File: src/rtl/sirv_plic_arbiter.sv
// PLIC arbiter core: latches gateway requests into pending bits, picks the highest-priority
// enabled pending source each cycle, and runs the claim/complete handshake.
module sirv_plic_arbiter #(
    parameter int unsigned N_SRC  = 8,
    parameter int unsigned PRIO_W = 3,
    parameter int unsigned ID_W   = 4
) (
    input  logic                    clock,
    input  logic                    reset,
    input  logic [N_SRC-1:0]        io_gw_valid,
    output logic [N_SRC-1:0]        io_gw_ready,
    output logic [N_SRC-1:0]        io_gw_complete,
    input  logic [N_SRC*PRIO_W-1:0] io_prio,
    input  logic [N_SRC-1:0]        io_enable,
    input  logic [PRIO_W-1:0]       io_threshold,
    input  logic                    io_claim_valid,
    output logic [ID_W-1:0]         io_claim_id,
    input  logic                    io_complete_valid,
    input  logic [ID_W-1:0]         io_complete_id,
    output logic                    io_eip
);

    logic [N_SRC-1:0]  pending;
    logic [N_SRC-1:0]  pending_nxt;
    logic [N_SRC-1:0]  clr_mask;
    logic [ID_W-1:0]   best_id;
    logic [PRIO_W-1:0] best_prio;
    logic [ID_W-1:0]   sel_id;
    logic [PRIO_W-1:0] sel_prio;
    logic              claim_fire;

    assign claim_fire = io_claim_valid && (best_id != '0);

    // Strict '>' while scanning upward keeps the lowest ID on a priority tie.
    always_comb begin
        sel_id   = '0;
        sel_prio = '0;
        for (int i = 0; i < int'(N_SRC); i++) begin
            if (pending[i] && io_enable[i] && (io_prio[i*PRIO_W +: PRIO_W] > sel_prio)) begin
                sel_id   = ID_W'(i + 1);
                sel_prio = io_prio[i*PRIO_W +: PRIO_W];
            end
        end
    end

    always_comb begin
        clr_mask = '0;
        for (int i = 0; i < int'(N_SRC); i++) begin
            clr_mask[i] = claim_fire && (best_id == ID_W'(i + 1));
        end
    end

    // A pending source has ready low, so a gateway can never re-raise it.
    assign pending_nxt = (pending | (io_gw_valid & ~pending)) & ~clr_mask;

    always_ff @(posedge clock or posedge reset) begin
        if (reset) begin
            pending   <= '0;
            best_id   <= '0;
            best_prio <= '0;
        end else begin
            pending <= pending_nxt;
            if (claim_fire) begin
                best_id   <= '0;
                best_prio <= '0;
            end else begin
                best_id   <= sel_id;
                best_prio <= sel_prio;
            end
        end
    end

    // Completion pulses decode straight from the strobe; out-of-range IDs match nothing.
    always_comb begin
        io_gw_complete = '0;
        for (int i = 0; i < int'(N_SRC); i++) begin
            io_gw_complete[i] = io_complete_valid && (io_complete_id == ID_W'(i + 1));
        end
    end

    assign io_gw_ready = ~pending;
    assign io_claim_id = best_id;
    assign io_eip      = best_prio > io_threshold;

endmodule

File: config.mk
export PLATFORM = sky130hd
export DESIGN_NAME = sirv_plic_arbiter
export DESIGN_NICKNAME = d
export VERILOG_FILES = /design/src/rtl/sirv_plic_arbiter.sv
export SDC_FILE = /design/constraint.sdc
export NUM_CORES = 1
export LEC_CHECK = 0
export CELL_PAD_IN_SITES_DETAIL_PLACEMENT = 0
export CELL_PAD_IN_SITES_GLOBAL_PLACEMENT = 1
export CORE_ASPECT_RATIO = 0.6
export CORE_MARGIN = 2
export CORE_UTILIZATION = 28
export DETAILED_ROUTE_END_ITERATION = 16
export HOLD_SLACK_MARGIN = 0.02
export PLACE_DENSITY = 0.8
export SKIP_LAST_GASP = 1
export SLEW_MARGIN = 20
export SYNTH_ARGS = -nofsm -noshare
export SYNTH_HDL_FRONTEND = slang
export SYNTH_SLANG_ARGS = --single-unit
export TNS_END_PERCENT = 100
File: constraint.sdc
create_clock -name clock -period 8.9 [get_ports clock]
set_clock_uncertainty 0.15 [all_clocks]
set_input_delay 1.78 -clock clock [delete_from_list [all_inputs] [get_ports clock]]
set_output_delay 1.78 -clock clock [all_outputs]
set_load 0.02 [all_outputs]
# Yosys cells after proc, flatten, opt, wreduce, memory -nomap -nowiden
# Index checks and enable logic that the tools add are counted.
[op_classes]
order_cmp = 9
eq_ne = 16
mux = 18
n_bitwise = 5
n_reduce_logical = 34
[op_table]
columns = ["op", "count"]
rows = [
  ["$logic_and 1x1->1", 33],
  ["$eq 4x3->1 const B", 8],
  ["$mux 4", 8],
  ["$mux 3", 9],
  ["$gt 3x3->1", 8],
  ["$and 8x8->8", 2],
  ["$eq 4x2->1 const B", 4],
  ["$not 8->8", 2],
  ["$eq 4x1->1 const B", 2],
  ["$eq 4x4->1 const B", 2],
  ["$or 8x8->8", 1],
  ["$reduce_bool 4->1", 1],
  ["$gt 3x1->1 const B", 1],
  ["$mux 1", 1],
]
[totals]
ff_bits = 15
input_bits = 51
output_inout_bits = 21
elab_cells = 85

# Longest topological paths before layout
# Gate-level depths: netlist of the first run.
[depth]
depth_word = 25
depth_mapped = 49
ltp_nobuf = 48

# Least setup slack after synthesis of the first run
# No wires, ideal clock.
[synth_path]
path_type = "input port to flip-flop"
startpoint = "input port io_prio[1]"
endpoint = "register best_prio[0]"
setup_time_ps = 95
arrival_ps = 10758
required_ps = 8655
slack_ps = -2104
path_stages = 48
path_buffers = 1
path_cell_list = "nand3_1 > ha_1 > nor2b_4 > o311ai_2 > nor2_4 > or2_2 > and2_4 > ha_1 > nand2_1 > or4_4 > o311ai_4 > or2_1 > buf_6 > mux2_2 > ha_1 > nor2_1 > o311ai_0 > o211ai_1 > [12 not listed] > and2_1 > maj3_1 > nand2_1 > and3_1 > a21o_2 > ha_1 > nor2b_1 > o21ai_0 > nand2b_1 > and4_1 > and2_1 > a31oi_1 > ha_1 > nor2b_1 > o21a_1 > o2111ai_1 > nand2_1 > o31ai_1"
[synth_between]
elab_chain_cells = 25
[synth_rtl]
columns = ["item", "line", "rtl"]
rows = [
  ["from (decl)", "13", "input logic [N_SRC*PRIO_W-1:0] io_prio,"],
  ["$gt 3x1->1", "39", "if (pending[i] && io_enable[i] && (io_prio[i*PRIO_W +: PRIO_W] > sel_prio)) begin"],
  ["$logic_and 1x1->1", "39", ""],
  ["$mux 3 (*)", "39", ""],
  ["$gt 3x3->1", "39", ""],
  ["$logic_and 1x1->1", "39", ""],
  ["$mux 3 (*)", "39", ""],
  ["$gt 3x3->1", "39", ""],
  ["$logic_and 1x1->1", "39", ""],
  ["[9 not listed]", "-", ""],
  ["$mux 3 (*)", "39", ""],
  ["$gt 3x3->1", "39", ""],
  ["$logic_and 1x1->1", "39", ""],
  ["$mux 3 (*)", "39", ""],
  ["$gt 3x3->1", "39", ""],
  ["$logic_and 1x1->1", "39", ""],
  ["$mux 3 (*)", "39", ""],
  ["$mux 3 (*)", "63", "if (claim_fire) begin"],
  ["to (signal assigned)", "68", "best_prio <= sel_prio;"],
  ["to (decl)", "27", "logic [PRIO_W-1:0] best_prio;"],
]
# Every way passes the cells marked *; elsewhere a longest branch is shown, timed or not.

# Worst setup path in the final report of the first run
# Ends and elaborated chain as after synthesis.

==> flow_metrics.tcl, run 1 <==
set metrics [dict create \
    p_comb_frac 0.787 \
    vias 2188 \
    synth_top_cell_by_area "dfrtp_1" \
    ys_types 61 \
    critPathLaunchType "primary input" \
    ir_worst_vdd_uv 143 \
    r2r_end "best_prio[0]$_DFF_PP0_" \
    p_seq_frac 0.147 \
    worstSkewPairLatency_ps 250 \
    grt_util_all_layers 0.194 \
    ctsRootBufferMaster "clkbuf_8" \
    placed_area_sq_mm 0.00314 \
    nets 434 \
    setup_ws_ps -1310 \
    syn_inst 226 \
    cp.arrival_ps 10220 \
    synth_seq_cells 15 \
    htreeDepth 1 \
    slew_headroom 0.339 \
    hp-start "io_claim_id[3]$_DFF_PP0_" \
    p_int_uw 487 \
    syn_avg_cell_area_sq_um 8.04 \
    grt_setup_unrepaired "true" \
    whs_ps 439 \
    hold_class "reg2reg" \
    power_density_mw_per_mm2 236 \
    multi_input_area_sq_mm 0.00173 \
    holdPathEnd "pending[7]$_DFF_PP0_" \
    async_reset_ff_frac 1.00 \
    dieArea_sq_mm 0.00717 \
    syn_area_sq_mm 0.00182 \
    start_util 0.293 \
    r2r_slack_ps -170 \
    dr.first_iter.drc_count 117 \
    portBuffers 71 \
    maxCapViolCount 0 \
    period_share 1.15 \
    fillers 542 \
    dr.pass1.iters 4 \
    worstPathMaxFanout 5 \
    violations "setup timing" \
    cts_buffers 3 \
    layout.area.seq_sq_um 375 \
    pwr-share-clk 0.065 \
    postLayoutCoreUtil 0.579 \
    period_needed_ps 10210 \
    crit_buf_inv 2 \
    rows 22 \
    holdPathStages 1 \
    seq_area_frac_synth 0.207 \
    avgRoutedWirePerCell_microns 15.0 \
    antenna_found_initial 0 \
    switchingPower_uw 357 \
    run_status "finished, violations left" \
    cp_common_cell "ha_4" \
    endpoint_kind "flop" \
    grt_pass1_vias 2196 \
    drc 0 \
    clock_sinks 15 \
    final_antenna_net_count 0 \
    vias_per_cell 4.87 \
    final_layout_size_suffix_gt1_frac 0.405 \
    finalWeightedCongestion 0.851 \
    globalRouteOverflowTotal 0 \
    core_sq_mm 0.00619 \
    ys_top_cells_by_area "dfrtp_1, ha_1, nor2_1" \
    r2r-start "pending[0]$_DFF_PP0_" \
    die_width_microns 108 \
    synth_nets 294 \
    cp_slowest_cell "or4_4" \
    synth-edff-count 0 \
    crit_path_max_incr_delay_ps 430 \
    clk_path_buf_depth 2 \
    switching_share 0.423 \
    syn_to_final_growth_pct 97.3 \
    dp_hpwl_microns 5330 \
    ios 72 \
    worst_pin_slew_ps 979 \
    leakage_nw 1.55 \
    r2r_cells 46 \
    drv_slew 0 \
    max_freq_mhz 97.9 \
    cts_hold_buf 0 \
    hold_viol 0 \
    crit_type "in2reg" \
    finalSetupViolCount 7 \
    diodes 0 \
    grt_pass1_wl_microns 11000 \
    clkSlewWorstSetupHoldPaths_ps 60 \
    crit_required_ps 8910 \
    final_area_sq_mm 0.00358 \
    yosys.area.top_type_share 0.207 \
    cts_tree "built" \
    wirelength_microns 6720 \
    grt_max_degree 16 \
    path_delay_family "simple AND/OR/NAND/NOR gates" \
    synth-main-ff-cell "dfrtp_1" \
    ys_warn_count 0 \
    die_h_microns 66.4 \
]
## metrics by stage
| stage | worst slack, ps | cells | TNS, ps | power, mW |
|---|---|---|---|---|
| finish | -1310 | 449 | -8480 | 0.845 |
| CTS | -1290 | 443 | -8550 | 0.787 |
| floorplan | -1470 | 226 | -9460 | 0.434 |
| global placement | -2120 | 423 | -14150 | 0.648 |
| detailed placement | -2270 | 423 | -15280 | 0.655 |
| global route | -1680 | 449 | -11130 | 0.911 |
## routing by layer
layer / share of wire / vias up / track usage / wire [microns]
li1: - / 1112 / - / -
met1: 0.52 / 1028 / 0.297 / 3500
met2: 0.43 / 48 / 0.298 / 2910
met3: 0.046 / 0 / 0.0286 / 312
met4: 0 / 0 / 0.00801 / 0
met5: 0 / - / 0 / 0
## Yosys cell counts (all sizes together) (2+ instances only)
cell type  instances
or4                2
a211oi             3
mux2               5
inv               27
o211ai             3
o21ai              9
nand2             13
o2111ai            4
mux2i              2
ha                17
a21oi             10
nand4              2
and3               3
nor2b              5
a21o               5
o311ai             4
o221ai             2
o21a               2
a31oi             10
nor2              32
nand2b             4
nor3               4
nand3              7
dfrtp             15
and2               6
or2                2
a31o               4
clkbuf             2
## registers in the layout (all words and copies together), names as in the netlist
name / count
best_prio: 3
io_claim_id: 4
pending: 8
## cell families (layout without fill, tap and decap cells)
logic type	Yosys count	in the layout	synth area share
DFF	15	15	0.207
adders and majority gates	18	18	0.123
muxes	7	7	0.0482
and+or+nand+nor	87	87	0.254
xor gates and xnor gates	2	2	0.00964
buffers and inverters	30	169	0.0661
AOI/OAI and AO/OA	67	67	0.293
## area by class of cell
type | instances | share of cell area
clock buffers | 3 | 0.0115
repair buffers | 138 | 0.341
clock inverters | 1 | 0.00140
inverters | 27 | 0.0283
well taps | 84 | 0.0293
flip-flops and latches | 15 | 0.105
multi-input cells | 181 | 0.483
## power by group through the flow
stage	Combinational [mW]	Clock [mW]	Sequential, mW
2_1_floorplan	0.312	0	0.122
3_3_place_gp	0.523	0	0.125
3_5_place_dp	0.531	0	0.124
4_1_cts	0.606	0.0564	0.124
5_1_grt	0.723	0.0590	0.129
6_report	0.665	0.0553	0.124
## layout by cell type (no fill, tap or decap), types with 8 or more instances in the layout
master / n
a21oi_1: 10
buf_4: 63
clkdlybuf4s50_1: 64
dfrtp_1: 15
ha_4: 11
inv_1: 26
nand2_1: 8
nor2_1: 24
## worst max path at each step
stage,cells after the start,endpoint,slack (ps),startpoint
2_1_floorplan,48,best_prio[0]$_DFF_PP0_,-1470,io_enable[0]
3_3_place_gp,46,best_prio[0]$_DFF_PP0_,-2120,io_enable[0]
3_5_place_dp,46,best_prio[2]$_DFF_PP0_,-2270,io_enable[0]
4_1_cts,49,best_prio[2]$_DFF_PP0_,-1290,io_prio[1]
5_1_grt,48,best_prio[0]$_DFF_PP0_,-1680,io_enable[0]
6_report,47,best_prio[0]$_DFF_PP0_,-1310,io_prio[1]
## what timing repair did
action | 4_1_cts | 5_1_grt
gates resized for setup | 58 | 15
buffers inserted | 16 | 6
setup endpoints to repair | 7 | 7
pin swaps | 39 | 23
Note: power is estimated with default switching activity, not from simulation.
==> inputs of run 2 (changes only) <==
--- a/config.mk
+++ b/config.mk
@@ -7,10 +7,11 @@
 export LEC_CHECK = 0
 export CELL_PAD_IN_SITES_DETAIL_PLACEMENT = 0
 export CELL_PAD_IN_SITES_GLOBAL_PLACEMENT = 1
-export CORE_ASPECT_RATIO = 0.6
+export CORE_ASPECT_RATIO = 2
 export CORE_MARGIN = 2
 export CORE_UTILIZATION = 28
 export DETAILED_ROUTE_END_ITERATION = 16
+export GPL_TIMING_DRIVEN = 0
 export HOLD_SLACK_MARGIN = 0.02
 export PLACE_DENSITY = 0.8
 export SKIP_LAST_GASP = 1
==> flow_metrics.tcl, run 2 (synthesized netlist as in run 1, its figures left out) <==
set metrics [dict create \
    critPathLaunchType "primary input" \
    core_sq_mm 0.00631 \
    worst_pin_slew_ps 565 \
    clock_sinks 15 \
    grt_max_degree 16 \
    die_width_microns 61.0 \
    ctsRootBufferMaster "clkbuf_16" \
    largest_reg_flops 8 \
    globalRouteOverflowTotal 0 \
    hold_class "reg2reg" \
    portBuffers 70 \
    layout.area.seq_sq_um 375 \
    grt_util_all_layers 0.177 \
    dr.pass1.iters 4 \
    syn_to_final_growth_pct 83.5 \
    worstSkewPairLatency_ps 250 \
    violations "setup timing" \
    clkSlewWorstSetupHoldPaths_ps 50 \
    finalSetupViolCount 7 \
    dpl_worst_slack_ps -3020 \
    r2r_slack_ps -120 \
    crit_path_max_incr_delay_ps 540 \
    place_inst 382 \
    drv_slew 0 \
    vias_per_cell 5.11 \
    cp_slowest_cell "or4_4" \
    crit_required_ps 8910 \
    r2r-start "pending[0]$_DFF_PP0_" \
    holdPathEnd "pending[4]$_DFF_PP0_" \
    whs_ps 413 \
    grt_setup_unrepaired "true" \
    cp.arrival_ps 10100 \
    crit_type "in2reg" \
    dp_hpwl_microns 4790 \
    nets 401 \
    endpoint_kind "flop" \
    run_status "finished, violations left" \
    avgRoutedWirePerCell_microns 14.4 \
    diodes 0 \
    hp-start "pending[4]$_DFF_PP0_" \
    start_util 0.288 \
    total_power_uw 788 \
    rows 41 \
    final_area_sq_mm 0.00333 \
    postLayoutCoreUtil 0.528 \
    hold_viol 0 \
    final_antenna_net_count 0 \
    clk_path_buf_depth 2 \
    cts_hold_buf 0 \
    period_needed_ps 10090 \
    wirelength_microns 6010 \
    htreeDepth 1 \
    final_layout_size_suffix_gt1_frac 0.337 \
    grt_pass1_vias 2323 \
    drc 0 \
    worstPathMaxFanout 5 \
    leakage_nw 1.41 \
    r2r_cells 47 \
    max_freq_mhz 99.1 \
    antenna_found_initial 0 \
    ios 72 \
    holdPathStages 2 \
    maxCapViolCount 0 \
    most-common-layout-cells "clkdlybuf4s50_1, buf_4, inv_1" \
    period_share 1.13 \
    cts_tree "built" \
    grt_pass1_wl_microns 9940 \
    r2r_end "best_prio[0]$_DFF_PP0_" \
    ir_worst_vdd_uv 109 \
    dieArea_sq_mm 0.00719 \
    power_density_mw_per_mm2 236 \
    multi_input_area_sq_mm 0.00172 \
    finalWeightedCongestion 0.779 \
    slew_headroom 0.623 \
    cts_buffers 3 \
    die_h_microns 118 \
    fin_cells 418 \
    dr.first_iter.drc_count 34 \
    placed_area_sq_mm 0.00281 \
    fillers 623 \
    tns_ps -7820 \
    cp_common_cell "ha_4" \
    top_register "pending" \
    final_common_cell "clkdlybuf4s50_1" \
    setup_ws_ps -1190 \
    vias 2137 \
]
## run 2: cell count changes in the layout (fill, tap and decap cells not counted), sizes merged
cell,delta
buf,-33
clkbuf,+2
clkdlybuf4s15,-1
clkdlybuf4s50,-1
## run 2: layout make-up
type | count | share of cell area
Tap cell | 86 | 0.0323
Timing Repair Buffer | 103 | 0.282
Multi-Input combinational cell | 181 | 0.517
Clock buffer | 3 | 0.0225
Sequential cell | 15 | 0.113
Clock inverter | 1 | 0.00150
Buffer | 2 | 0.00225
Inverter | 27 | 0.0304
## run 2: how the worst max path moves through the flow
stage | from | to | slack [ps] | cells past startpoint
global placement | io_enable[0] | best_prio[0]$_DFF_PP0_ | -2930 | 46
finish | io_enable[0] | best_prio[0]$_DFF_PP0_ | -1190 | 48
CTS | io_enable[0] | best_prio[0]$_DFF_PP0_ | -1280 | 49
global route | io_enable[0] | best_prio[0]$_DFF_PP0_ | -1540 | 48
floorplan | io_enable[0] | best_prio[0]$_DFF_PP0_ | -1470 | 48
detailed placement | io_enable[0] | best_prio[0]$_DFF_PP0_ | -3020 | 46
## run 2: repair_timing
action                     in CTS  in global routing
setup buffers                  24                  9
pin swaps                      42                  5
setup endpoints to repair       7                  7
gates resized for setup        54                 17
## run 2: report_power, final
part | switching [mW] | internal [mW] | total [mW]
sequential | 0.0285 | 0.0923 | 0.121
combinational | 0.271 | 0.309 | 0.580
clock | 0.0275 | 0.0600 | 0.0875
total | 0.327 | 0.462 | 0.788
## run 2: metal layers
layer / up-vias / share of wire / global-route usage
li1: 1047 / - / -
met1: 1023 / 0.33 / 0.169
met2: 57 / 0.61 / 0.356
met3: 10 / 0.036 / 0.0121
met4: 0 / 0.022 / 0.0639
met5: - / 0 / 0
## run 2: worst max-delay path, delay by kind of cell
family / cells / cell delay [ps]
simple gates: 23 / 2940
compound gates: 13 / 2250
fa+ha+maj: 8 / 2020
mux: 3 / 970
buf+inv: 1 / 90
